## config.mk

```make
export PLATFORM = sky130hd
export DESIGN_NAME = rms_fifo
export DESIGN_NICKNAME = d
export VERILOG_FILES = /design/src/rtl/rms_fifo_pkg.sv /design/src/rtl/rms_fifo_mem.sv /design/src/rtl/rms_fifo.sv
export SDC_FILE = /design/constraint.sdc
export NUM_CORES = 1
export LEC_CHECK = 0
export CAP_MARGIN = 30
export CORE_UTILIZATION = 40
export CTS_CLUSTER_SIZE = 12
export DETAILED_ROUTE_END_ITERATION = 8
export PLACE_DENSITY = 0.64
export SYNTH_ARGS = -nofsm -noshare
export SYNTH_HDL_FRONTEND = slang
export SYNTH_SLANG_ARGS = --single-unit
```

## constraint.sdc

```tcl
create_clock -name clk -period 5.49 [get_ports clk]
set_input_delay 0.549 -clock clk [delete_from_list [all_inputs] [get_ports clk]]
set_output_delay 0.549 -clock clk [all_outputs]
set_load 0.01 [all_outputs]
```

## src/rtl/rms_fifo_pkg.sv

```systemverilog
// rms_fifo_pkg: shared FIFO sizing constants and pointer-width helper.
package rms_fifo_pkg;
    localparam int RMS_WIDTH = 32;
    localparam int RMS_DEPTH = 32;
    function automatic int ptr_w(input int depth);
        return $clog2(depth) + 1;
    endfunction
endpackage

```

## src/rtl/rms_fifo_mem.sv

```systemverilog
// rms_fifo_mem: simple dual-port array with registered read port, read-before-write on collision.
module rms_fifo_mem import rms_fifo_pkg::*; #(
    parameter int WIDTH = RMS_WIDTH,
    parameter int DEPTH = RMS_DEPTH,
    localparam int AW = $clog2(DEPTH)
) (
    input  logic             clk,
    input  logic             rst,
    input  logic             we,
    input  logic [AW-1:0]    waddr,
    input  logic [WIDTH-1:0] wdata,
    input  logic             re,
    input  logic [AW-1:0]    raddr,
    output logic [WIDTH-1:0] rdata
);
    logic [WIDTH-1:0] r_mem [DEPTH];
    always_ff @(posedge clk) begin
        if (we) r_mem[waddr] <= wdata;
    end
    always_ff @(posedge clk or posedge rst) begin
        if (rst) rdata <= '0;
        else if (re) rdata <= r_mem[raddr];
    end
endmodule

```

## src/rtl/rms_fifo.sv

```systemverilog
// rms_fifo: parametrised synchronous FIFO with count, almost-full and read-valid strobe.
// Define RMS_FIFO_ERR_EN to add sticky overflow/underflow flags.
module rms_fifo import rms_fifo_pkg::*; #(
    parameter int WIDTH     = RMS_WIDTH,
    parameter int DEPTH     = RMS_DEPTH,
    parameter int AF_MARGIN = 4,
    localparam int PW = ptr_w(DEPTH),
    localparam int AW = PW - 1
) (
    input  logic             clk,
    input  logic             rst,
    input  logic             pushin,
    input  logic [WIDTH-1:0] datain,
    input  logic             rd_en,
    output logic [WIDTH-1:0] dataout,
    output logic             dout_valid,
    output logic             empty,
    output logic             full,
    output logic             almost_full,
`ifdef RMS_FIFO_ERR_EN
    output logic             overflow,
    output logic             underflow,
`endif
    output logic [PW-1:0]    count
);
    logic [PW-1:0] r_wptr, r_rptr, w_count_nxt;
    logic          w_rd_ok, w_wr_ok;
    assign w_rd_ok     = rd_en && !empty;
    assign w_wr_ok     = pushin && (!full || w_rd_ok);
    assign w_count_nxt = count + PW'(w_wr_ok) - PW'(w_rd_ok);

    rms_fifo_mem #(.WIDTH(WIDTH), .DEPTH(DEPTH)) u_mem (
        .clk   (clk),
        .rst   (rst),
        .we    (w_wr_ok),
        .waddr (r_wptr[AW-1:0]),
        .wdata (datain),
        .re    (w_rd_ok),
        .raddr (r_rptr[AW-1:0]),
        .rdata (dataout)
    );

    // Flags come from the next-state count so they are exact right after each edge.
    always_ff @(posedge clk or posedge rst) begin
        if (rst) begin
            r_wptr      <= '0;
            r_rptr      <= '0;
            count       <= '0;
            empty       <= 1'b1;
            full        <= 1'b0;
            almost_full <= 1'b0;
            dout_valid  <= 1'b0;
        end else begin
            if (w_wr_ok) r_wptr <= r_wptr + 1'b1;
            if (w_rd_ok) r_rptr <= r_rptr + 1'b1;
            count       <= w_count_nxt;
            empty       <= w_count_nxt == '0;
            full        <= w_count_nxt == PW'(DEPTH);
            almost_full <= w_count_nxt >= PW'(DEPTH - AF_MARGIN);
            dout_valid  <= w_rd_ok;
        end
    end

`ifdef RMS_FIFO_ERR_EN
    always_ff @(posedge clk or posedge rst) begin
        if (rst) begin
            overflow  <= 1'b0;
            underflow <= 1'b0;
        end else begin
            overflow  <= overflow | (pushin && full && !w_rd_ok);
            underflow <= underflow | (rd_en && empty);
        end
    end
`endif
endmodule

```

Yosys cells after proc, flatten, opt, wreduce, memory -nomap -nowiden
Memories as Yosys holds them, arrays and structs flattened. A register that Yosys moved wholly into a read port is not among the register bits.
Cells that the tools add are included.
{"block": "op_classes", "n_mux": 2, "n_addsub": 4, "reduce_logical": 6, "eq_ne": 1, "magnitude_cmp": 1}
{"cell": "adder 6 x 1 -> 6 bit (second input constant)", "n": 2}
{"cell": "adder 6 x 1 -> 6 bit", "n": 1}
{"cell": "equality test 6 bit (second input constant)", "n": 1}
{"cell": "greater-or-equal comparator 6 x 5 -> 1 bit (second input constant)", "n": 1}
{"cell": "logical NOT 6 bit", "n": 1}
{"cell": "subtractor 6 x 1 -> 6 bit", "n": 1}
{"cell": "logical AND 1 bit", "n": 2}
{"cell": "logical NOT 1 bit", "n": 2}
{"cell": "2-to-1 mux 1 bit", "n": 2}
{"cell": "logical OR 1 bit", "n": 1}
{"block": "word_totals", "ramBits": 1024, "in_bits": 36, "wordCells": 22, "reg_bits": 22, "mem_count": 1}
{"memory": "u_mem.r_mem", "depth": 32, "word_bits": 32, "read_ports": 1, "rd_clocked_by_memory_dff": 1, "wr": 1, "line": "rms_fifo_mem.sv:16", "rtl": "logic [WIDTH-1:0] r_mem [DEPTH];"}

Longest topological paths before layout
Gate-level depths: netlist of the first run.
{"block": "logic_depth", "ltp_word": 7, "ltp_mapped": 14, "ltp_nobuf": 13}

Cells and area by module
From an unflattened synthesis of the first run, not the netlist that was laid out.
{"block": "unflattened", "hier_cells": 2289, "area_unflattened_um2": 41905.2}
{"module": "rms_fifo_mem", "area_each_um2": 40914.2, "cells_per_inst": 2201, "seq_area_each_um2": 31550.3, "instances": 1}
{"module": "rms_fifo", "area_each_um2": 991.0, "cells_per_inst": 88, "seq_area_each_um2": 501.7, "instances": 1}

Worst setup path after synthesis of the first run
No wires, ideal clock.
{"block": "synth_timing", "path_kind": "input port to flip-flop", "start": "input rd_en", "end": "memory u_mem.r_mem[31][0] (netlist bit), enable pin", "path_buffers": 2, "setup_ps": 421, "t_required_ps": 5069, "t_arrival_ps": 2864, "path_slack_ps": 2205, "stages": 6, "cell_sequence": "nor2b_1 -> o21a_1 -> clkbuf_1 -> nand2_1 -> clkbuf_1 -> nor2_1"}
{"block": "synth_via", "elab_chain_cells": 5}
{"element": "start, declared", "line": "rms_fifo.sv:14", "rtl": "input logic rd_en,"}
{"element": "logical AND 1 bit", "line": "rms_fifo.sv:28", "rtl": "assign w_rd_ok = rd_en && !empty;"}
{"element": "logical OR 1 bit", "line": "rms_fifo.sv:29", "rtl": "assign w_wr_ok = pushin && (!full || w_rd_ok);"}
{"element": "logical AND 1 bit", "line": "rms_fifo.sv:29"}
{"element": "2-to-1 mux 1 bit", "line": "rms_fifo_mem.sv:18", "rtl": "if (we) r_mem[waddr] <= wdata;"}
{"element": "2-to-1 mux 1 bit (implied by the code)", "line": "rms_fifo_mem.sv:18"}
{"element": "end, declared", "line": "rms_fifo_mem.sv:16"}
No other way between the ends.

==> impl_metrics.json, run 1 <==
{
  "status": "finished, final reports clean",
  "arrival_ns": 4.33,
  "grt_overflow_total": 0,
  "crit_fanout": 45,
  "syn_area_sq_mm": 0.0411,
  "drt_iter0_markers": 2234,
  "yosysSeqAreaShare": 0.780,
  "cellPowerDensity_mw_per_mm2": 495,
  "place_congestion": 0.867,
  "cts_hold_buf": 0,
  "cp.depth": 6,
  "ys.flop_type": "edfxtp_1",
  "ys_warn_count": 0,
  "critPathBufInv": 1,
  "cts_buffers": 106,
  "placed_area_sq_mm": 0.0448,
  "vias_per_cell": 5.62,
  "slowest_stage": "nor4_1",
  "drive_gt1_frac": 0.209,
  "synth_cell_types": 41,
  "power.total_uw": 23800,
  "crit_chain": "buf_4 -> nor2b_4 -> nand2_2 -> o22ai_1 -> nor4_1 -> nor3_1",
  "hold_viol": 0,
  "start_util": 0.403,
  "grtUsageTotal": 0.195,
  "p_leak_uw": 0.0156,
  "drcViolationCount": 0,
  "ir_drop_mv": 0.298,
  "post_cts_resized": 0,
  "final-max-slew-violation-count": 0,
  "fin_skew_ns": 0.0296,
  "worstSetupPathType": "flop to flop",
  "cap_violations": 0,
  "dieArea_sq_mm": 0.104,
  "tritoncts": "done",
  "max_stage_delay_ns": 0.92,
  "layout.cells.non_filler": 3608,
  "root_buffer": "clkbuf_16",
  "slew_headroom": 0.265,
  "fin_crit_sh": 0.698,
  "period_needed_ns": 3.83,
  "portBuffers": 77,
  "ios": 78,
  "antenna_found_initial": 1,
  "synth_edf_count": 1024,
  "layout.area.seq_sq_mm": 0.0321,
  "crit_path_start_kind": "flop",
  "die_w_um": 323,
  "antenna_left": 0,
  "multiInputGateArea_sq_mm": 0.00876,
  "avgSynthCellArea_sq_um": 20.8,
  "wl_mm": 101,
  "grt_max_degree": 59,
  "hpwl_mm": 62.8,
  "cp_top_family": "simple AND/OR/NAND/NOR gates",
  "h-tree-depth": 3,
  "holdCritPathClass": "primary input to asynchronous set/reset pin",
  "final_nets": 2202,
  "core_sq_mm": 0.102,
  "reg2regPathDepth": 6,
  "syn_inst": 1979,
  "cts_setup_buffers": 0,
  "clk_latency_ns": 0.69,
  "tightest_slew_ns": 1.09,
  "diodes": 0,
  "grt_pass1_wl_mm": 146,
  "cp-end-kind": "flop",
  "firstDrtPassIters": 5,
  "async_flop_share": 0.0483,
  "finalSetupViolCount": 0,
  "syn_nets": 2027,
  "die_h_um": 323,
  "dp_cells": 3414,
  "clk_path_buf_depth": 3,
  "r2r_start": "r_rptr[2]",
  "setup_tns_ns": 0,
  "fmax_mhz": 261,
  "postLayoutCellArea_sq_mm": 0.0480,
  "crit_start": "r_rptr[2]",
  "crit_required_ns": 5.99,
  "first_global_vias": 20891,
  "path_clk_slew_ns": 0.06,
  "ys_seq_elements": 1076,
  "wl_per_cell_um": 27.9,
  "final.fill_count": 8353,
  "rows": 117,
  "cts_sinks": 1076,
  "grt_setup_unrepaired": "no",
  "vias": 20289,
  "area_growth_pct": 16.8
}
-- cell families (layout without fill, tap and decap cells) --
logic type,count (synthesis),count (layout),share of synthesized area
simple gates,195,195,0.0222
compound gates,173,173,0.0350
mux,385,385,0.142
flops,1076,1076,0.780
buf+inv,127,388,0.0145
xor+xnor,11,11,0.00234
fa+ha+maj,12,12,0.00383
-- registers in the layout, summed over array words and instances (netlist names) --
name         cells
u_mem.r_mem   1024
u_mem.rdata     32
count            6
r_rptr           5
r_wptr           5
almost_full      1
dout_valid       1
empty            1
full             1
-- layout make-up --
type / count / share of cell area
Sequential cell: 1076 / 0.668
Multi-Input combinational cell: 776 / 0.182
Clock buffer: 174 / 0.0625
Timing Repair Buffer: 177 / 0.0463
Tap cell: 1368 / 0.0356
Clock inverter: 20 / 0.00445
Inverter: 17 / 0.00133
-- where the power goes --
part | switching, uW | leakage (uW) | internal, uW
registers | 530 | 0.00982 | 9670
logic | 3850 | 0.00424 | 2880
clock network | 2960 | 0.00154 | 3860
total | 7350 | 0.0156 | 16400
-- Yosys cell counts, types with 2 or more instances --
master     instances  share of area
edfxtp_1        1024           0.75
mux2i_1          224          0.055
mux4_2           160          0.088
nor2_1            99         0.0090
o22ai_1           96          0.015
clkbuf_1          57         0.0052
dfrtp_1           51          0.031
buf_2             34         0.0041
nor4_1            34         0.0052
nor3_1            33         0.0040
a22o_1            32         0.0068
a2111oi_2         31          0.011
inv_1             17         0.0016
ha_1              11         0.0033
nand2_1           10        0.00091
xnor2_1            8         0.0017
buf_4              6         0.0011
buf_6              6         0.0016
buf_1              5        0.00046
o21ai_0            4        0.00049
nand3b_1           3        0.00055
nand4_1            3        0.00046
nor2b_1            3        0.00046
xor2_1             3        0.00064
a21o_1             2        0.00037
a21oi_1            2        0.00024
clkbuf_4           2        0.00037
nand2b_1           2        0.00030
nand3_1            2        0.00024
o21a_1             2        0.00037
or3_1              2        0.00030
or3b_2             2        0.00043
-- per-stage QoR --
stage / worst slack (ns) / hold slack, ns / util
floorplan: 2.21 / 0.459 / -
global placement: 1.72 / 0.496 / 0.431
detailed placement: 1.66 / 0.506 / 0.440
CTS: 1.78 / 0.453 / 0.471
global route: 1.65 / 0.516 / 0.471
finish: 1.66 / 0.447 / 0.471
-- worst reg2reg max path: stages (launching register included) --
cell     delay, ns
dfrtp_4       0.81
buf_4         0.72
nor2b_4       0.16
nand2_2       0.68
o22ai_1       0.24
nor4_1        0.92
nor3_1        0.14
-- worst paths after layout --
path                                         to  slack (ns)
max in group asynchronous             r_rptr[2]        4.37
worst max-delay path            u_mem.rdata[21]        1.66
worst min-delay path            u_mem.rdata[18]        0.45
min in group clk                      r_rptr[4]        0.52
worst max register to register  u_mem.rdata[21]        1.66
worst min register to register        r_rptr[4]        0.52
-- cell usage in the layout, fill, tap and decap left out, types with 13 or more instances in the layout --
| cell | n |
|---|---|
| edfxtp_1 | 1024 |
| mux2i_1 | 224 |
| clkbuf_16 | 108 |
| mux4_2 | 160 |
| buf_16 | 24 |
| nor2_1 | 66 |
| nor4_1 | 34 |
| o22ai_1 | 96 |
| nor2_4 | 33 |
| buf_4 | 54 |
| clkbuf_1 | 61 |
| inv_1 | 16 |
| nor3_1 | 33 |
| clkdlybuf4s50_1 | 77 |
| a2111oi_2 | 31 |
| a22o_1 | 32 |
| dfrtp_1 | 47 |
| buf_12 | 13 |
-- routing by layer --
layer,up-vias,GRT usage,wire length [um]
met5,-,0,0
met4,0,0.0612,2850
met3,165,0.0401,8210
met2,849,0.316,48500
met1,10706,0.264,41200
li1,8569,-,-
Note: power is estimated with default switching activity, not from simulation.
==> run 2: changes to the inputs <==
- PLACE_DENSITY: 0.64 -> 0.66
- clock period: 5.49 -> 3.22 ns (I/O delays scaled with it)
==> impl_metrics.json, run 2 (same netlist as run 1, synthesis figures left out) <==
{
  "ir_drop_mv": 0.519,
  "utilization": 0.474,
  "dieArea_sq_mm": 0.104,
  "path_clk_slew_ns": 0.07,
  "place_congestion": 0.802,
  "portBuffers": 77,
  "final.fill_count": 8306,
  "cp-end-kind": "flop",
  "final-max-slew-violation-count": 0,
  "cpMostUsedCell": "inv_1",
  "core_sq_mm": 0.102,
  "firstDrtPassIters": 6,
  "tritoncts": "done",
  "holdCritPathClass": "primary input to asynchronous set/reset pin",
  "grtUsageTotal": 0.200,
  "whs_ns": 0.189,
  "cellPowerDensity_mw_per_mm2": 846,
  "crit_fanout": 3,
  "vias_per_cell": 5.75,
  "start_util": 0.403,
  "postLayoutCellArea_sq_mm": 0.0483,
  "first_global_vias": 21200,
  "diodes": 0,
  "hold_viol": 0,
  "drcViolationCount": 0,
  "slew_headroom": 0.293,
  "arrival_ns": 3.30,
  "ios": 78,
  "fin_crit_sh": 0.853,
  "drive_gt1_frac": 0.224,
  "tightest_slew_ns": 1.06,
  "hpwl_mm": 58.7,
  "root_buffer": "clkbuf_16",
  "final_nets": 2240,
  "area_growth_pct": 17.6,
  "slowest_stage": "dfstp_2",
  "h-tree-depth": 3,
  "crit_required_ns": 3.77,
  "cap_violations": 0,
  "cts_buffers": 106,
  "mostFrequentLayoutCells": "1024 x edfxtp_1, 224 x mux2i_1, 160 x mux4_2",
  "vias": 20980,
  "placed_area_sq_mm": 0.0448,
  "setup_tns_ns": 0,
  "rows": 117,
  "grt_pass1_wl_mm": 149,
  "p_leak_uw": 0.0158,
  "reg2regPathDepth": 12,
  "cts_hold_buf": 0,
  "crit_path_start_kind": "flop",
  "drt_iter0_markers": 2377,
  "grt_max_degree": 47,
  "antenna_left": 0,
  "die_h_um": 323,
  "wl_per_cell_um": 28.3,
  "dp_slack_ns": 0.250,
  "largest_reg_flops": 1024,
  "grt_overflow_total": 0,
  "post_cts_resized": 0,
  "regMostFlops": "u_mem.r_mem",
  "antenna_found_initial": 3,
  "period_needed_ns": 2.75,
  "clk_latency_ns": 0.69,
  "cts_sinks": 1076,
  "reg.largest.list": "u_mem.r_mem (1024), u_mem.rdata (32), count (6)",
  "worstSetupPathType": "flop to flop",
  "crit_chain": "nor2b_4 -> o21a_1 -> inv_1 -> ha_1 -> inv_1 -> ha_1 -> a21o_1 -> a21oi_1 -> nor2_1 -> a311oi_1 -> inv_1 -> a31o_2",
  "grt_setup_unrepaired": "no",
  "fin_skew_ns": 0.0311,
  "clk_path_buf_depth": 3,
  "timing.final.ws_setup_ns": 0.475,
  "cts_setup_buffers": 0,
  "fmax_mhz": 364,
  "die_w_um": 323,
  "final_common_cell": "edfxtp_1",
  "wl_mm": 103,
  "max_stage_delay_ns": 0.56,
  "status": "finished, final reports clean",
  "finalSetupViolCount": 0
}
run 2: changes by cell type in the layout (fill, tap and decap cells not counted), sizes merged:
cell | before | now
buf | 100 | 133
clkbuf | 174 | 183
bufinv | 3 | 2
clkinvlp | 1 | 0
inv | 20 | 21
run 2: area by class of cell:
| type | instances | area [sq um] | share of cell area |
|---|---|---|---|
| flip-flops and latches | 1076 | 32100 | 0.663 |
| multi-input cells | 776 | 8750 | 0.181 |
| clock buffers | 178 | 3000 | 0.0621 |
| repair buffers | 215 | 2510 | 0.0520 |
| well taps | 1368 | 1710 | 0.0354 |
| clock inverters | 19 | 233 | 0.00481 |
| inverters | 17 | 63.8 | 0.00132 |
run 2: layer usage:
layer | part of all wire | wire length [um] | global-route usage | vias to the layer above
met5 | 0.00013 | 13 | 0 | -
met4 | 0.021 | 2180 | 0.0498 | 2
met3 | 0.090 | 9340 | 0.0453 | 144
met2 | 0.46 | 47700 | 0.309 | 1003
met1 | 0.43 | 44200 | 0.289 | 11196
li1 | - | - | - | 8635
run 2: report_power, final:
group | internal [uW] | switching, uW | total [uW] | leakage, uW
combinational | 5200 | 6670 | 11900 | 0.00441
clock | 6520 | 5080 | 11600 | 0.00156
sequential | 16500 | 915 | 17400 | 0.00982
total | 28200 | 12700 | 40900 | 0.0158
run 2: critical path, delay by kind of cell (launching register included):
family / cells / cell delay (ns)
adders and majority gates: 2 / 0.44
AOI/OAI and AO/OA: 5 / 1.25
buffers and inverters: 3 / 0.24
and+or+nand+nor: 2 / 0.13
DFF: 1 / 0.56
run 2: through the flow:
stage                     std cells  power (uW)
final                          3649       40900
after global routing           3649       42400
after CTS                      3638       41100
after detailed placement       3441       29500
after global placement         3433       29300
after floorplan                1979       24800
run 2: final timing paths:
check                           startpoint           endpoint  slack [ns]
worst max-delay path                 empty        almost_full        0.47
worst min register to register   r_rptr[4]          r_rptr[4]        0.54
max in group asynchronous              rst              empty        2.22
min in group clk                 datain[1]  u_mem.r_mem[4][1]        0.28
worst max register to register       empty        almost_full        0.47
worst min-delay path                   rst    u_mem.rdata[17]        0.19
